File: config.mk
export PLATFORM = sky130hd
export DESIGN_NAME = vga_stack_renderer
export DESIGN_NICKNAME = d
export VERILOG_FILES = /design/src/rtl/vga_stack_renderer.sv
export SDC_FILE = /design/constraint.sdc
export NUM_CORES = 1
export LEC_CHECK = 0
export BUFFER_PORTS_ARGS = -buffer_cell sky130_fd_sc_hd__buf_2
export CAP_MARGIN = 20
export CORE_MARGIN = 1.5
export CORE_UTILIZATION = 30
export DETAILED_ROUTE_END_ITERATION = 7
export GPL_TIMING_DRIVEN = 0
export HOLD_SLACK_MARGIN = 0.06
export PLACE_DENSITY = 0.6
export SLEW_MARGIN = 20
export SYNTH_ARGS = -nofsm -noshare
export SYNTH_HDL_FRONTEND = slang
export SYNTH_SLANG_ARGS = --single-unit
File: constraint.sdc
create_clock -name clk -period 4.9 [get_ports clk]
set_input_delay 0 -clock clk [delete_from_list [all_inputs] [get_ports clk]]
set_output_delay 0 -clock clk [all_outputs]
set_load 0.03 [all_outputs]
File: src/rtl/vga_stack_renderer.sv
// vga_stack_renderer
//   Generates VGA timing and draws up to DEPTH hex stack entries as
//   7-segment glyphs on a CELL_W x CELL_H cell grid. Entry k sits in cell k,
//   filled left to right, top to bottom. The displayed numbers/count live in
//   shadow registers that only change at the start of vertical blanking, so
//   a visible frame never tears.
//
// Ports
//   clk          pixel clock
//   reset        synchronous, active-low
//   numbers      entry k at [k*NIB +: NIB], entry 0 = bottom of stack
//   count        number of valid entries (saturated to DEPTH on load)
//   load_req     level request to latch numbers/count at next vblank start
//   load_ack     one-cycle pulse after the latch
//   image        colour mode: 0 white-on-black, 1 black-on-blue
//   frame_start  one-cycle pulse for pixel h=0,v=0
//   vga_h_sync, vga_v_sync, vga_R/G/B   registered VGA outputs
//
// Configuration macro
//   TOS_HIGHLIGHT_EN : when defined, the top-of-stack entry (count-1) is
//                      drawn in red in both colour modes.
module vga_stack_renderer #(
  parameter int   H_ACTIVE = 640,
  parameter int   H_FP     = 16,
  parameter int   H_SYNC   = 96,
  parameter int   H_BP     = 48,
  parameter int   V_ACTIVE = 480,
  parameter int   V_FP     = 10,
  parameter int   V_SYNC   = 2,
  parameter int   V_BP     = 33,
  parameter logic SYNC_POL = 1'b0,
  parameter int   DEPTH    = 15,
  parameter int   NIB      = 4,
  parameter int   CELL_W   = 32,
  parameter int   CELL_H   = 32
) (
  input  logic                         clk,
  input  logic                         reset,
  input  logic [DEPTH*NIB-1:0]         numbers,
  input  logic [$clog2(DEPTH+1)-1:0]   count,
  input  logic                         load_req,
  output logic                         load_ack,
  input  logic                         image,
  output logic                         frame_start,
  output logic                         vga_h_sync,
  output logic                         vga_v_sync,
  output logic [3:0]                   vga_R,
  output logic [3:0]                   vga_G,
  output logic [3:0]                   vga_B
);

  localparam int H_TOTAL = H_ACTIVE + H_FP + H_SYNC + H_BP;
  localparam int V_TOTAL = V_ACTIVE + V_FP + V_SYNC + V_BP;
  localparam int HW      = $clog2(H_TOTAL);
  localparam int VW      = $clog2(V_TOTAL);
  localparam int CW      = $clog2(DEPTH + 1);
  localparam int COLS    = H_ACTIVE / CELL_W;
  localparam int T       = CELL_W / 8;
  localparam int MID     = CELL_H / 2;

  localparam logic [HW-1:0] H_LAST = HW'(H_TOTAL - 1);
  localparam logic [VW-1:0] V_LAST = VW'(V_TOTAL - 1);
  localparam logic [VW-1:0] V_LOAD = VW'(V_ACTIVE);

  logic [HW-1:0]        h_cnt;
  logic [VW-1:0]        v_cnt;
  logic [DEPTH*NIB-1:0] shadow_num;
  logic [CW-1:0]        shadow_cnt;

  logic [31:0] hx, vx, col, row, k, lx, ly;
  logic        active, hs_on, vs_on, drawn, seg_on, load_now;
  logic        gx, upper, lower;
  logic [3:0]  digit;
  logic [6:0]  segs;
  logic [11:0] fg, bg, rgb;
  logic [CW-1:0] count_sat;

  // Segment bits ordered {a,b,c,d,e,f,g}.
  function automatic logic [6:0] seg_map(input logic [3:0] d);
    case (d)
      4'h0: seg_map = 7'b1111110;
      4'h1: seg_map = 7'b0110000;
      4'h2: seg_map = 7'b1101101;
      4'h3: seg_map = 7'b1111001;
      4'h4: seg_map = 7'b0110011;
      4'h5: seg_map = 7'b1011011;
      4'h6: seg_map = 7'b1011111;
      4'h7: seg_map = 7'b1110000;
      4'h8: seg_map = 7'b1111111;
      4'h9: seg_map = 7'b1111011;
      4'hA: seg_map = 7'b1110111;
      4'hB: seg_map = 7'b0011111;
      4'hC: seg_map = 7'b1001110;
      4'hD: seg_map = 7'b0111101;
      4'hE: seg_map = 7'b1001111;
      default: seg_map = 7'b1000111;
    endcase
  endfunction

  always_comb begin
    hx     = 32'(h_cnt);
    vx     = 32'(v_cnt);
    active = (hx < H_ACTIVE) && (vx < V_ACTIVE);
    hs_on  = (hx >= H_ACTIVE + H_FP) && (hx < H_ACTIVE + H_FP + H_SYNC);
    vs_on  = (vx >= V_ACTIVE + V_FP) && (vx < V_ACTIVE + V_FP + V_SYNC);

    col = hx / CELL_W;
    row = vx / CELL_H;
    k   = row * COLS + col;
    lx  = hx % CELL_W;
    ly  = vx % CELL_H;

    digit = '0;
    for (int unsigned i = 0; i < DEPTH; i++) begin
      if (k == i) digit[NIB-1:0] = shadow_num[i*NIB +: NIB];
    end
    segs = seg_map(digit);

    // Glyph box is inset by T on every side; the middle bar is centred on MID.
    gx     = (lx >= T) && (lx < CELL_W - T);
    upper  = (ly >= T) && (ly < MID);
    lower  = (ly >= MID) && (ly < CELL_H - T);
    seg_on = (segs[6] && gx && (ly >= T) && (ly < 2*T))
          || (segs[5] && upper && (lx >= CELL_W - 2*T) && (lx < CELL_W - T))
          || (segs[4] && lower && (lx >= CELL_W - 2*T) && (lx < CELL_W - T))
          || (segs[3] && gx && (ly >= CELL_H - 2*T) && (ly < CELL_H - T))
          || (segs[2] && lower && (lx >= T) && (lx < 2*T))
          || (segs[1] && upper && (lx >= T) && (lx < 2*T))
          || (segs[0] && gx && (ly >= MID - T/2) && (ly < MID - T/2 + T));

    // col < COLS drops the partial cell when H_ACTIVE is not a multiple of CELL_W.
    drawn = active && (col < COLS) && (k < DEPTH) && (k < 32'(shadow_cnt));

    bg = image ? 12'h00F : 12'h000;
    fg = image ? 12'h000 : 12'hFFF;
`ifdef TOS_HIGHLIGHT_EN
    if ((shadow_cnt != '0) && (k == 32'(shadow_cnt) - 1)) fg = 12'hF00;
`else
`endif

    if (!active)               rgb = '0;
    else if (drawn && seg_on)  rgb = fg;
    else                       rgb = bg;

    count_sat = (32'(count) > DEPTH) ? CW'(DEPTH) : count;
    load_now  = (h_cnt == '0) && (v_cnt == V_LOAD) && load_req;
  end

  always_ff @(posedge clk) begin
    if (!reset) begin
      h_cnt       <= '0;
      v_cnt       <= '0;
      vga_h_sync  <= !SYNC_POL;
      vga_v_sync  <= !SYNC_POL;
      vga_R       <= '0;
      vga_G       <= '0;
      vga_B       <= '0;
      frame_start <= 1'b0;
      load_ack    <= 1'b0;
      shadow_num  <= '0;
      shadow_cnt  <= '0;
    end else begin
      if (h_cnt == H_LAST) begin
        h_cnt <= '0;
        if (v_cnt == V_LAST) v_cnt <= '0;
        else                 v_cnt <= v_cnt + 1'b1;
      end else begin
        h_cnt <= h_cnt + 1'b1;
      end

      vga_h_sync  <= hs_on ? SYNC_POL : !SYNC_POL;
      vga_v_sync  <= vs_on ? SYNC_POL : !SYNC_POL;
      {vga_R, vga_G, vga_B} <= rgb;
      frame_start <= (h_cnt == '0) && (v_cnt == '0);

      load_ack <= load_now;
      if (load_now) begin
        shadow_num <= numbers;
        shadow_cnt <= count_sat;
      end
    end
  end

endmodule
# Yosys cells after proc, flatten, opt, wreduce, memory -nomap -nowiden
# Memories as Yosys holds them, arrays and structs flattened.
# Index checks and enable logic that the tools add are counted.
# Widths: inputs -> output; s select.
[word_totals] elab_cells=121 in_bits=68 regBits=100 mem_count=1 rom_bits=112 out_inout_bits=16
[classes] reduce_logical=45 n_mux=21 addsub=3 n_lt_le_gt_ge=21 eq_ne=17 n_bitwise=1 multipliers=1
[memory_table] memory="(name not given)" words=16 word_bits=7 rd=1 rd_clocked_by_memory_dff=0 write_ports=0 line="80" source="case (d)"
[ops] cell="$eq 11x4->1 const B" count=7
[ops] cell="$mux 4" count=16
[ops] cell="$eq 11x3->1 const B" count=4
[ops] cell="$logic_and 1x1->1" count=34
[ops] cell="$logic_not 32->1" count=1
[ops] cell="$lt 5x5->1 const B" count=5
[ops] cell="$mux 12" count=2
[ops] cell="$eq 11x2->1 const B" count=2
[ops] cell="$add 10x1->10 const B" count=2
[ops] cell="$eq 10x10->1 const B" count=2
[ops] cell="$logic_not 10->1" count=2
[ops] cell="$lt 10x10->1 const B" count=2
[ops] cell="$lt 10x9->1 const B" count=2
[ops] cell="$ge 5x5->1 const B" count=3
[ops] cell="$add 10x5->11" count=1
[ops] cell="$eq 11x1->1 const B" count=1
[ops] cell="$lt 11x4->1" count=1
[ops] cell="$lt 11x4->1 const B" count=1
[ops] cell="$eq 10x9->1 const B" count=1
[ops] cell="$ge 10x10->1 const B" count=1
[ops] cell="$ge 10x9->1 const B" count=1
[ops] cell="$ge 5x3->1 const B" count=2
[ops] cell="$lt 5x4->1 const B" count=2
[ops] cell="$mux 10" count=1
[ops] cell="7 further kinds" count=13

# Depth between registers and ports, before layout
# Gate-level depths: netlist (run 1).
# An unclocked memory read counts as a cell.
[logic_depth] word_depth=30 mapped_depth=18 mapped_depth_nobuf=17

# Least setup slack after synthesis (run 1)
# No wires, ideal clock.
[synth_timing] path_kind="register -> register" start="reg v_cnt[6]" end="reg vga_B[2]" setup_ps=62 arrival_time_ps=3883 period_less_slack_ps=3945 stages_incl_launch_ff=18 t_required_ps=4838 slack_ps=955 n_path_buf=0 cell_sequence="dfxtp_1 ha_1 ha_1 fa_1 xor2_1 nor4bb_1 a31oi_1 a2111oi_4 and2_1 nand2b_1 inv_1 ha_1 inv_1 nor3_1 o32a_1 o211ai_1 or4_1 nand3_1"
[synth_between] elab_chain_cells=30 word_cells_on_any_way=70 cone_classes="add/sub: 1; mul: 1; order compare: 3; eq/ne: 14; mux: 16; reduce/logical: 34; memory: 1"
[synth_rtl] item="start, declared" line="66" source="logic [VW-1:0] v_cnt;"
[synth_rtl] item="start signal, assigned" line="166" source="else v_cnt <= v_cnt + 1'b1;"
[synth_rtl] item="$mul 5x3->8" line="109" source="k = row * COLS + col;"
[synth_rtl] item="$add 10x5->11" line="109"
[synth_rtl] item="$logic_not 32->1" line="115" source="if (k == i) digit[NIB-1:0] = shadow_num[i*NIB +: NIB];"
[synth_rtl] item="$mux 4 (15 in a row)" line="115"
[synth_rtl] item="$mem_v2 16x7"
[synth_rtl] item="$logic_and 1x1->1, on equally long branches (3 in a row)" line="123, 124"
[synth_rtl] item="$logic_or 1x1->1" line="124" source="|| (segs[5] && upper && (lx >= CELL_W - 2*T) && (lx < CELL_W - T))"
[synth_rtl] item="$logic_or 1x1->1" line="125" source="|| (segs[4] && lower && (lx >= CELL_W - 2*T) && (lx < CELL_W - T))"
[synth_rtl] item="$logic_or 1x1->1" line="126" source="|| (segs[3] && gx && (ly >= CELL_H - 2*T) && (ly < CELL_H - T))"
[synth_rtl] item="$logic_or 1x1->1" line="127" source="|| (segs[2] && lower && (lx >= T) && (lx < 2*T))"
[synth_rtl] item="$logic_or 1x1->1" line="128" source="|| (segs[1] && upper && (lx >= T) && (lx < 2*T))"
[synth_rtl] item="$logic_or 1x1->1" line="129" source="|| (segs[0] && gx && (ly >= MID - T/2) && (ly < MID - T/2 + T));"
[synth_rtl] item="$logic_and 1x1->1" line="142" source="else if (drawn && seg_on) rgb = fg;"
[synth_rtl] item="$mux 12" line="142"
[synth_rtl] item="end signal, assigned" line="173" source="{vga_R, vga_G, vga_B} <= rgb;"
[synth_rtl] item="end, declared" line="49" source="output logic [3:0] vga_B"
# Several ways; a longest one is shown, not always the timed one.
# A chain may end at the register's enable or synchronous reset.

# Final worst setup path (run 1)
# Same ends and word-level chain as after synthesis.

==> results of run 1 <==
-- layout make-up --
type	instances	area, um2
repair buffers	150	1090
plain buffers	51	290
inverters	25	93.8
clock buffers	10	229
multi-input cells	486	3080
well taps	225	282
flip-flops and latches	90	1800
clock inverters	6	78.8
fillers	1739	10300
-- cells by family (layout without fill, tap and decap cells) --
family,Yosys count,in the layout,share of synthesized area (%)
compound gates,141,141,19.9
simple gates,285,285,25.4
mux,18,18,4.21
flops,90,90,34.2
xor+xnor,18,18,2.99
fa+ha+maj,24,24,5.99
buf+inv,76,242,7.29
-- cells in the mapped netlist, drive strengths merged, types with 4 or more instances --
library cell  number
and3b              4
o21ai             15
dfxtp             90
nor2b              8
a21oi             19
clkbuf            20
nand2b             7
or3                5
and3               4
nand3             17
nor2              30
nor4               6
mux2i             12
nand2            155
a221oi             4
a211oi             4
nand4             11
a21boi            65
and2               6
ha                22
xnor2              8
inv               25
nor3              14
xor2              10
buf               31
-- per-layer routing --
metal	track usage [%]	vias up
li1	-	2567
met1	21.3	2299
met2	29.6	114
met3	3.14	22
met4	5.44	0
met5	0	-
-- state kept, by name (all words and copies together) (netlist names) --
| name | count |
|---|---|
| load_ack | 1 |
| v_cnt | 10 |
| shadow_num | 60 |
| frame_start | 1 |
| vga_v_sync | 1 |
| shadow_cnt | 4 |
| vga_R | 1 |
| vga_B | 1 |
| h_cnt | 10 |
| vga_h_sync | 1 |
-- metrics by stage --
step	utilization (%)	setup slack [ns]	instance area [um2]	hold slack, ns
finish	40.3	0.478	6940	0.427
global route	40.3	0.0337	6940	0.462
CTS	40.3	0.487	6940	0.413
detailed placement	34.6	0.518	5960	0.233
global placement	34.6	0.567	5960	0.224
floorplan	-	0.955	5270	0.0785
-- power breakdown --
part           total [mW]  switching, mW  internal, mW
Sequential          0.737        0.00245         0.735
Combinational       0.122         0.0485        0.0731
Clock               0.714          0.313         0.402
Total                1.57          0.364          1.21
-- worst max-delay path, delay by kind of cell (launching register included) --
family                   cells  cell delay [ns]
AO/OA/AOI/OAI                4             0.85
XOR/XNOR                     2             0.46
buffers and inverters        2             0.20
flip-flops                   1             0.44
AND/OR/NAND/NOR              5             1.24
adder cells (fa/ha/maj)      4             1.16
-- how the worst min path moves through the flow --
stage	slack, ns	cells past startpoint	to	startpoint
floorplan	0.08	1	vga_R[2]$_SDFF_PN0_	image
global placement	0.22	2	vga_R[2]$_SDFF_PN0_	image
detailed placement	0.23	2	vga_R[2]$_SDFF_PN0_	image
CTS	0.41	3	vga_R[2]$_SDFF_PN0_	image
global route	0.46	4	shadow_num[12]$_SDFFE_PN0P_	numbers[12]
finish	0.43	3	vga_R[2]$_SDFF_PN0_	image
-- placed cells by master (no fill, tap or decap), drive strengths merged, types with 3 or more instances in the layout --
cell type	count
and2	6
o2bb2ai	3
a21oi	19
o22ai	3
or4	3
nor4	6
xnor2	8
nand2	155
o221ai	3
mux2	3
clkbuf	30
nand4	11
nand2b	7
or3	5
clkinv	3
dfxtp	90
mux4	3
a221oi	4
a21boi	65
a211oi	4
inv	25
nor2b	8
nand3	17
mux2i	12
and3b	4
o21ai	15
nor3	14
dlygate4sd3	67
buf	114
ha	22
a31oi	3
and3	4
nor2	30
xor2	10
==> results.yml, run 1 <==
flow_run:
  cap_violations: 0
clocking:
  numClockSinks: 90
  cts_buffers: 9
  cts_tree: "yes"
  cts_max_level: 3
  cts.path.max_buffers: 2
  postCtsHoldBufs: 67
  path_clk_slew_ns: 0.07
  cts_setup_buffers: 0
  root_buffer: "clkbuf_16"
  clk_latency_ns: 0.36
  ctsResizeCount: 0
setup_path:
  worstPathRequired_ns: 5.19
  slowest_stage: "or4_1"
  worstSetupPathType: "flip-flop to flip-flop"
  crit_top_cell: "ha_1"
  reg2reg_to: "vga_B[2]$_SDFF_PN0_"
  setup.worst_path.start: "v_cnt[6]$_SDFFE_PN0P_"
  r2r_cells: 17
  r2r_slack_ns: 0.48
  slowest_delay_ns: 0.49
  r2r-start: "v_cnt[6]$_SDFFE_PN0P_"
  cp_cell_sequence: "ha_1, ha_1, fa_1, xor2_1, xnor2_1, a31oi_1, a2111oi_4, and2_1, nand2b_1, inv_1, ha_1, inv_1, o21ai_1, nor4b_2, o211ai_1, or4_1, nand3_1"
  crit_path_end: "vga_B[2]$_SDFF_PN0_"
  cp_max_fo: 7
  worst_setup_path_end_kind: "flip-flop"
  start_kind: "flip-flop"
  arrival_ns: 4.71
synth:
  synth_top_area_share_pct: 34.2
  ys_types: 68
  ys_ff_latch: 90
  avgSynthCellArea_um2: 8.08
  syn_area_mm2: 0.00527
  synth_nets: 744
  yosys.area.top_type: "dfxtp_1"
  synthCells: 652
  synth_edf_count: 0
  yosys-top-cells-area: "dfxtp_1 34%, nand2_1 11%, a21boi_0 9.3%, ha_1 5.2%, mux2i_1 2.3%"
  yosys_warnings: 0
  synth-main-ff-cell: "dfxtp_1"
  async_reset_ff_share_pct: 0
  seq_area_frac_synth_pct: 34.2
pwr:
  irDropWorstVdd_uv: 170
  power.density_mw_per_mm2: 227
  total_power_mw: 1.57
  p_leak_nw: 2.63
detailed_routing:
  drt_pass1_iterations: 4
  viasPerCell: 4.80
  wl_met3_um: 556
  wl_per_cell_um: 14.3
  first_iter_violations: 317
  wirelength_um: 14900
  vias: 5002
  ant_nets: 0
  drc: 0
  wl_met1_um: 6770
  routed.top_layer: "met4"
  wl_met2_um: 7260
sta:
  tns_ns: 0
  drv_slew: 0
  fin_crit_sh_pct: 90.2
  period_minus_slack_ns: 4.42
  fin_skew_ns: 0.00884
  finalSetupViolations: 0
  finalHoldViolCount: 0
  worst_pin_slew_ns: 0.670
  relSlewSlack_pct: 55.3
  rsz0062_at_grt: "false"
  max_freq_mhz: 226
global_routing:
  grt_overflow: 0
  antenna_found_initial: 0
  grt_pass1_vias: 4885
  grt_max_degree: 17
  grt_use_total_pct: 17.1
  grt_pass1_wl_um: 24400
layout:
  finalNonFillerCells: 1043
  drive_above_1_share_pct: 17.0
  area_delta_synth_final_pct: 31.8
  nets: 905
  insertedDiodeCount: 0
floorplan:
  row_count: 48
  die_w_um: 135
  coreArea_mm2: 0.0172
  die_height_um: 135
  die-area_mm2: 0.0184
  start_util_pct: 30.6
  io_pins: 84
placed_design:
  routabilityCongestion: 0.869
  dp.cells: 960
  dp_hpwl_um: 10700
  portBuffers: 83
status:
  outcome: "finished, final reports clean"
hold_path:
  hold_path_class: "input port to flip-flop"
Note: power is estimated with default switching activity, not from simulation.
==> run 2, diff against run 1 <==
Settings changed: REMOVE_ABC_BUFFERS set to 1, TNS_END_PERCENT set to 100.
==> results.yml, run 2 (synthesis results as in run 1) <==
pwr:
  total_power_mw: 1.51
  irDropWorstVdd_uv: 132
  power.density_mw_per_mm2: 225
  p_leak_nw: 2.48
setup_path:
  r2r-start: "v_cnt[6]$_SDFFE_PN0P_"
  start_kind: "flip-flop"
  slowest_stage: "or4_1"
  worstPathBufferInverterCount: 2
  worst_setup_path_end_kind: "flip-flop"
  worstSetupPathType: "flip-flop to flip-flop"
  cp_max_fo: 7
  worstPathRequired_ns: 5.18
  slowest_delay_ns: 0.49
  cp_top_family: "simple AND/OR/NAND/NOR gates"
  setup.worst_path.start: "v_cnt[6]$_SDFFE_PN0P_"
  crit_top_cell: "ha_1"
  cp_cell_sequence: "ha_1, ha_1, fa_1, xor2_1, xnor2_1, a31oi_1, a2111oi_4, and2_1, nand2b_1, inv_1, ha_1, inv_1, nor3_1, o32a_1, o211ai_1, or4_1, nand3_1"
  arrival_ns: 4.77
layout:
  drive_above_1_share_pct: 15.7
  nets: 856
  largest_register: "shadow_num"
  insertedDiodeCount: 0
  layout_common_cells: "155 x nand2_1, 88 x dfxtp_1, 82 x buf_2"
  final_area_mm2: 0.00671
  nFillCells: 1747
  reg_top3: "shadow_num: 60 flops, h_cnt: 10 flops, v_cnt: 10 flops"
  area_delta_synth_final_pct: 27.4
  layout_commonest_cell: "nand2_1"
  largest_reg_flops: 60
  fin_util_pct: 38.9
global_routing:
  grt_pass1_wl_um: 21600
  grt_overflow: 0
  antenna_found_initial: 0
  grt_max_degree: 77
  grt_pass1_vias: 4598
  grt_use_total_pct: 14.6
floorplan:
  die_w_um: 135
  coreArea_mm2: 0.0172
  die-area_mm2: 0.0184
  die_height_um: 135
  row_count: 48
  io_pins: 84
  start_util_pct: 30.6
detailed_routing:
  drt_pass1_iterations: 4
  wl_per_cell_um: 13.0
  ant_nets: 0
  viasPerCell: 4.76
  drc: 0
  first_iter_violations: 152
  vias: 4730
  wirelength_um: 13000
clocking:
  cts_max_level: 3
  clk_latency_ns: 0.34
  root_buffer: "clkbuf_16"
  cts_buffers: 9
  numClockSinks: 90
  cts_tree: "yes"
  cts.path.max_buffers: 2
  cts_setup_buffers: 0
  path_clk_slew_ns: 0.06
sta:
  fin_skew_ns: 0.00660
  finalHoldViolCount: 0
  drv_slew: 0
  finalSetupViolations: 0
  holdWs_ns: 0.205
  relSlewSlack_pct: 35.0
  max_freq_mhz: 223
  rsz0062_at_grt: "false"
  period_minus_slack_ns: 4.49
  fin_crit_sh_pct: 91.7
  worst_pin_slew_ns: 0.966
  tns_ns: 0
placed_design:
  routabilityCongestion: 0.846
  placed_area_mm2: 0.00577
  portBuffers: 83
  dp_hpwl_um: 8660
flow_run:
  cap_violations: 0
status:
  outcome: "finished, final reports clean"
hold_path:
  hold_path_class: "input port to flip-flop"
  hp-start: "reset"
==> run 2: final cells by class <==
cell class                 instances  area (um2)  share of cell area (%)
clock buffer                      11         243                    3.62
clock inverter                     5        37.5                   0.560
inverter                          25        93.8                    1.40
multi-input combinational        486        3090                    46.1
sequential                        90        1800                    26.9
tap                              225         282                    4.20
timing repair buffer             152        1150                    17.2
==> run 2: final timing paths <==
kind                           endpoint  slack, ns  depth (start not counted)
setup reg to reg    vga_B[2]$_SDFF_PN0_       0.41                         17
hold reg to reg   vga_v_sync$_SDFF_PN1_       0.45                          1
setup / recovery    vga_B[2]$_SDFF_PN0_       0.41                         17
hold / removal    vga_v_sync$_SDFF_PN1_       0.21                          2
==> run 2: per-stage QoR <==
stage               std cells  setup WS (ns)
finish                    994          0.407
global route              994       0.000434
CTS                       994          0.371
detailed placement        912          0.389
global placement          909        -0.0875
floorplan                 601          0.954
==> run 2: routing by layer <==
metal	share of wire [%]	track usage (%)	wire length, um
met1	48	18.6	6220
met2	47	25.1	6150
met3	2.8	2.17	358
met4	1.8	4.78	231
met5	0	0	0
==> run 2: power by group <==
part	total (mW)	switching [mW]	internal (mW)
registers	0.739	0.00364	0.735
logic	0.114	0.0460	0.0683
clock network	0.654	0.294	0.360
total	1.51	0.344	1.16
==> run 2: timing repair <==
item                                    4_1_cts  5_1_grt
hold buffers                                 66        0
endpoints found under the setup margin        0        1
gates resized for setup                       0        0
endpoints found under the hold margin        67        0
